--- config.mk ---
export PLATFORM = sky130hd
export DESIGN_NAME = usart_rx_sipo
export DESIGN_NICKNAME = d
export VERILOG_FILES = /design/src/rtl/usart_rx_sipo.sv
export SDC_FILE = /design/constraint.sdc
export NUM_CORES = 1
export LEC_CHECK = 0
export ABC_AREA = 1
export CAP_MARGIN = 25
export CELL_PAD_IN_SITES_DETAIL_PLACEMENT = 1
export CELL_PAD_IN_SITES_GLOBAL_PLACEMENT = 2
export CORE_ASPECT_RATIO = 0.7
export CORE_UTILIZATION = 33
export DETAILED_ROUTE_END_ITERATION = 8
export GPL_ROUTABILITY_DRIVEN = 0
export PLACE_DENSITY = 0.83
export SLEW_MARGIN = 20
export SYNTH_ARGS = -nofsm -noshare
export SYNTH_HDL_FRONTEND = slang
export SYNTH_SLANG_ARGS = --single-unit
export TNS_END_PERCENT = 30
--- constraint.sdc ---
create_clock -name clk_i -period 2.8 [get_ports clk_i]
set_input_delay 0.42 -clock clk_i [delete_from_list [all_inputs] [get_ports clk_i]]
set_output_delay 0.42 -clock clk_i [all_outputs]
set_load 0.01 [all_outputs]
--- src/rtl/usart_rx_sipo.sv ---
// USART receive shift register: oversampled start detect, bit-centre sampling, stop check.
// Optional even parity bit is compiled in when USART_RX_PARITY_EN is defined.
module usart_rx_sipo #(
  parameter int unsigned DATA_WIDTH   = 8,
  parameter string       DO_MSB_FIRST = "TRUE",
  parameter int unsigned OVERSAMPLE   = 16
) (
  input  logic                  clk_i,
  input  logic                  s_rst_i,
  input  logic                  tick_i,
  input  logic                  rx_i,
  input  logic                  rd_i,
  output logic [DATA_WIDTH-1:0] data_o,
  output logic                  valid_o,
  output logic                  busy_o,
  output logic                  frame_err_o,
  output logic                  parity_err_o,
  output logic                  overrun_o
);

  localparam int unsigned TickW = $clog2(OVERSAMPLE);
  localparam int unsigned BitW  = $clog2(DATA_WIDTH + 1);
  localparam logic [TickW-1:0] TickHalf = TickW'(OVERSAMPLE / 2 - 1);
  localparam logic [TickW-1:0] TickFull = TickW'(OVERSAMPLE - 1);
  localparam logic [BitW-1:0]  BitLast  = BitW'(DATA_WIDTH - 1);
  localparam bit MsbFirst = (DO_MSB_FIRST == "TRUE");

  typedef enum logic [2:0] {
    StIdle,
    StStart,
    StData,
`ifdef USART_RX_PARITY_EN
    StParity,
`endif
    StStop,
    StWaitHigh
  } state_e;

  state_e                state_q, state_d;
  logic                  rx_meta_q, rx_s_q;
  logic                  rx_prev_q, rx_prev_d;
  logic [TickW-1:0]      tick_cnt_q, tick_cnt_d;
  logic [BitW-1:0]       bit_cnt_q, bit_cnt_d;
  logic [DATA_WIDTH-1:0] shift_q, shift_d;
  logic [DATA_WIDTH-1:0] data_q, data_d;
  logic                  valid_q, valid_d;
  logic                  frame_err_q, frame_err_d;
  logic                  overrun_q, overrun_d;
  logic                  good;
  logic                  par_bad;

`ifdef USART_RX_PARITY_EN
  logic par_bad_q, par_bad_d;
  logic parity_err_q, parity_err_d;

  assign par_bad      = par_bad_q;
  assign parity_err_o = parity_err_q;

  always_ff @(posedge clk_i) begin
    if (s_rst_i) begin
      par_bad_q    <= 1'b0;
      parity_err_q <= 1'b0;
    end else begin
      par_bad_q    <= par_bad_d;
      parity_err_q <= parity_err_d;
    end
  end
`else
  assign par_bad      = 1'b0;
  assign parity_err_o = 1'b0;
`endif

  always_comb begin
    state_d     = state_q;
    rx_prev_d   = rx_prev_q;
    tick_cnt_d  = tick_cnt_q;
    bit_cnt_d   = bit_cnt_q;
    shift_d     = shift_q;
    data_d      = data_q;
    valid_d     = valid_q;
    frame_err_d = 1'b0;
    overrun_d   = 1'b0;
    good        = 1'b0;
`ifdef USART_RX_PARITY_EN
    par_bad_d    = par_bad_q;
    parity_err_d = 1'b0;
`endif
    if (rd_i) valid_d = 1'b0;

    if (tick_i) begin
      rx_prev_d  = rx_s_q;
      tick_cnt_d = tick_cnt_q + 1'b1;
      unique case (state_q)
        StIdle: begin
          if (!rx_s_q && rx_prev_q) begin
            state_d    = StStart;
            tick_cnt_d = '0;
          end
        end
        StStart: begin
          if (tick_cnt_q == TickHalf) begin
            tick_cnt_d = '0;
            bit_cnt_d  = '0;
            state_d    = rx_s_q ? StIdle : StData;
          end
        end
        StData: begin
          if (tick_cnt_q == TickFull) begin
            tick_cnt_d = '0;
            bit_cnt_d  = bit_cnt_q + 1'b1;
            if (MsbFirst) shift_d = {shift_q[DATA_WIDTH-2:0], rx_s_q};
            else          shift_d = {rx_s_q, shift_q[DATA_WIDTH-1:1]};
            if (bit_cnt_q == BitLast) begin
`ifdef USART_RX_PARITY_EN
              state_d = StParity;
`else
              state_d = StStop;
`endif
            end
          end
        end
`ifdef USART_RX_PARITY_EN
        StParity: begin
          if (tick_cnt_q == TickFull) begin
            tick_cnt_d = '0;
            par_bad_d  = ^{shift_q, rx_s_q};
            state_d    = StStop;
          end
        end
`endif
        StStop: begin
          if (tick_cnt_q == TickFull) begin
            tick_cnt_d = '0;
`ifdef USART_RX_PARITY_EN
            parity_err_d = par_bad_q;
`endif
            if (rx_s_q) begin
              state_d = StIdle;
              good    = !par_bad;
            end else begin
              frame_err_d = 1'b1;
              state_d     = StWaitHigh;
            end
          end
        end
        StWaitHigh: begin
          // Stay here through a break; only a high line re-arms start detection.
          if (rx_s_q) state_d = StIdle;
        end
        default: state_d = StIdle;
      endcase
    end

    if (good) begin
      if (!valid_q || rd_i) begin
        data_d  = shift_q;
        valid_d = 1'b1;
      end else begin
        overrun_d = 1'b1;
      end
    end
  end

  always_ff @(posedge clk_i) begin
    if (s_rst_i) begin
      rx_meta_q   <= 1'b1;
      rx_s_q      <= 1'b1;
      rx_prev_q   <= 1'b1;
      state_q     <= StIdle;
      tick_cnt_q  <= '0;
      bit_cnt_q   <= '0;
      shift_q     <= '0;
      data_q      <= '0;
      valid_q     <= 1'b0;
      frame_err_q <= 1'b0;
      overrun_q   <= 1'b0;
    end else begin
      rx_meta_q   <= rx_i;
      rx_s_q      <= rx_meta_q;
      rx_prev_q   <= rx_prev_d;
      state_q     <= state_d;
      tick_cnt_q  <= tick_cnt_d;
      bit_cnt_q   <= bit_cnt_d;
      shift_q     <= shift_d;
      data_q      <= data_d;
      valid_q     <= valid_d;
      frame_err_q <= frame_err_d;
      overrun_q   <= overrun_d;
    end
  end

  assign data_o      = data_q;
  assign valid_o     = valid_q;
  assign busy_o      = (state_q != StIdle);
  assign frame_err_o = frame_err_q;
  assign overrun_o   = overrun_q;

endmodule

==> flow_metrics.tcl <==
set metrics [dict create \
    drv_slew 0 \
    pin_count 18 \
    syn_area_sq_um 1480 \
    synthTopCellsByArea "dfxtp_1 45%, nand2_1 9.9%, nor2_1 7.9%, a21oi_1 5.8%, nand3_1 5.4%" \
    timing.rr.end "shift_q[3]" \
    cts_resized 0 \
    cp-start-kind "register" \
    ir_drop_uv 280 \
    fillers 516 \
    placed_area_sq_um 1680 \
    core-area_sq_um 4110 \
    routed_wl_um 3640 \
    critical_path_required_ns 2.38 \
    dieHeight_um 58.0 \
    layout-drive-gt1-share_pct 12.1 \
    max_freq_ghz 0.550 \
    clk_latency_ns 0.28 \
    synth-seq-cells 33 \
    holdWs_ns 0.422 \
    clockRootBuffer "clkbuf_8" \
    synth.most_common_cell "nand2_1" \
    endpoint_kind "output port" \
    synth.distinct_cells 29 \
    synth_nets 202 \
    seq_area_frac_synth_pct 44.7 \
    synth_top_area_share_pct 44.7 \
    setup-tns-final_ns 0 \
    r2r_start "tick_cnt_q[0]" \
    antenna_found_initial 0 \
    port_buffers 16 \
    critical_path_arrival_ns 1.40 \
    final_area_sq_um 1760 \
    drt_iter0_markers 49 \
    cts_inserted_buffers 5 \
    grt_max_degree 20 \
    dp.cells 258 \
    r2r_cells 6 \
    grt_use_total_pct 17.8 \
    synth-main-ff-cell "dfxtp_1" \
    synth-async-reset-ratio_pct 0 \
    synthTopCellsByCount "39 x nand2_1, 33 x dfxtp_1, 31 x nor2_1" \
    hold_depth 1 \
    ys.warnings.count 0 \
    synth_top_area_cell "dfxtp_1" \
    dr.pass1.iters 4 \
    status "completed" \
    antennaDiodeCount 0 \
    clock-sinks 33 \
    dieArea_sq_um 4750 \
    critPathKind "register to output port" \
    layout.nets 220 \
    path_clk_slew_ns 0.07 \
    cts_tree "done" \
    start_util_pct 35.9 \
    synthAdderAreaFrac_pct 1.69 \
    rows 19 \
    cts_setup_buffers 0 \
    rsz0062_at_grt "false" \
    grt_overflow 0 \
    die_x_um 82.0 \
    finalNonFillerCells 266 \
    wl_per_cell_um 13.7 \
    total_power_uw 1290 \
    h-tree-depth 2 \
    worstPathMaxFanout 5 \
    num_vias 1283 \
    cts_buffer_depth 2 \
    postCtsHoldBufs 0 \
    min_period_ns 1.82 \
    min_to "rx_s_q" \
    grt_pass1_wl_um 6270 \
    hp-class "register to register" \
    synth_edf_count 0 \
    p_per_area_nw_per_um2 732 \
    area_delta_synth_final_pct 19.4 \
    synth_top_family_by_area "simple AND/OR/NAND/NOR gates" \
    routed_via_density 4.82 \
    setup_viol 0 \
    hold_viol_final 0 \
    finClkSkew_ns 0.00342 \
    hp-start "rx_meta_q" \
    muxShareOfSynthArea_pct 0 \
    antenna_left 0 \
    fin_crit_sh_pct 64.9 \
    p_leak_uw 0.000724 \
    synthesis.instances 195 \
    grt_pass1_vias 1297 \
    synthSimpleGateAreaFrac_pct 36.2 \
    r2r_slack_ns 1.15 \
    synth-xor-area-share_pct 1.78 \
    syn-mean-instance-area_sq_um 7.58 \
    cap_violations 0 \
    drcViolationCount 0 \
    place.detailed.hpwl_um 2780 \
    synth_compound_area_share_pct 9.91 \
]
cell families after synthesis:
family / count (synthesis)
AND/OR/NAND/NOR: 108
AO/OA/AOI/OAI: 28
XOR/XNOR: 3
buffers and inverters: 20
other: 1
flip-flops: 33
adder cells (fa/ha/maj): 2
cell usage in the layout (no fill, tap or decap):
cell / Yosys / layout
xor2_1: 1 / 1
nor2_1: 31 / 31
inv_2: 3 / 3
inv_1: 11 / 11
nor3_1: 3 / 3
nand3b_1: 1 / 1
nand3_1: 16 / 16
nand2_4: 2 / 2
nand4_1: 3 / 3
a211oi_1: 1 / 1
clkbuf_8: 0 / 5
nor2_2: 2 / 2
a21oi_1: 17 / 17
ha_1: 2 / 2
nor3b_1: 1 / 1
clkinv_2: 0 / 2
nor2_8: 1 / 1
nand3_2: 3 / 3
buf_4: 1 / 1
nand2_2: 1 / 1
clkdlybuf4s50_1: 0 / 16
clkbuf_1: 3 / 1
dfxtp_1: 33 / 33
xnor2_1: 2 / 2
o21ai_2: 1 / 1
or2_2: 2 / 2
nor2_4: 2 / 2
conb_1: 1 / 1
nand2_1: 39 / 39
o21ai_0: 9 / 9
nor3_4: 1 / 1
registers in the layout, summed over array words and instances (netlist names):
| register | count |
|---|---|
| data_o | 8 |
| shift_q | 8 |
| bit_cnt_q | 4 |
| tick_cnt_q | 4 |
| state_q | 3 |
| frame_err_o | 1 |
| overrun_o | 1 |
| rx_meta_q | 1 |
| rx_prev_q | 1 |
| rx_s_q | 1 |
| valid_o | 1 |
layer usage:
metal  vias to the layer above  routed length, um  track usage [%]
met1                       600               1920             25.6
met5                         -                  0                0
met3                         5                108             4.25
met4                         0                 36             6.02
li1                        665                  -                -
met2                        13               1570             26.0
area by class of cell:
cell class | count | area, sq um | share of cell area, %
multi-input combinational | 142 | 736 | 41.7
timing repair buffer | 17 | 168 | 9.50
clock buffer | 6 | 72.6 | 4.11
inverter | 14 | 52.6 | 2.98
sequential | 33 | 661 | 37.4
clock inverter | 2 | 10.0 | 0.567
tap | 52 | 65.1 | 3.69
through the flow:
step	setup WS [ns]	utilization [%]
floorplan	1.43	-
global placement	0.826	40.9
detailed placement	0.671	40.9
CTS	0.960	42.9
global route	0.823	42.9
finish	0.983	42.9
critical path, cell delays in order, from the launching register on:
cell             delay (ns)
dfxtp_1                0.44
nor2_4                 0.08
nand2_1                0.06
clkdlybuf4s50_1        0.53
worst max path at each step:
stage / startpoint / to / slack [ns]
2_1_floorplan: tick_cnt_q[0] / shift_q[7] / 1.43
3_3_place_gp: tick_i / shift_q[2] / 0.83
3_5_place_dp: tick_i / shift_q[1] / 0.67
4_1_cts: state_q[2] / busy_o / 0.96
5_1_grt: tick_i / shift_q[4] / 0.82
6_report: state_q[2] / busy_o / 0.98
where the power goes:
group          internal (uW)  switching [uW]  leakage (uW)
Sequential               502            43.2      0.000267
Clock                    172             170     0.0000450
Combinational            145             259      0.000412
Total                    819             472      0.000724
No activity file was read; power rests on OpenSTA's default activity.
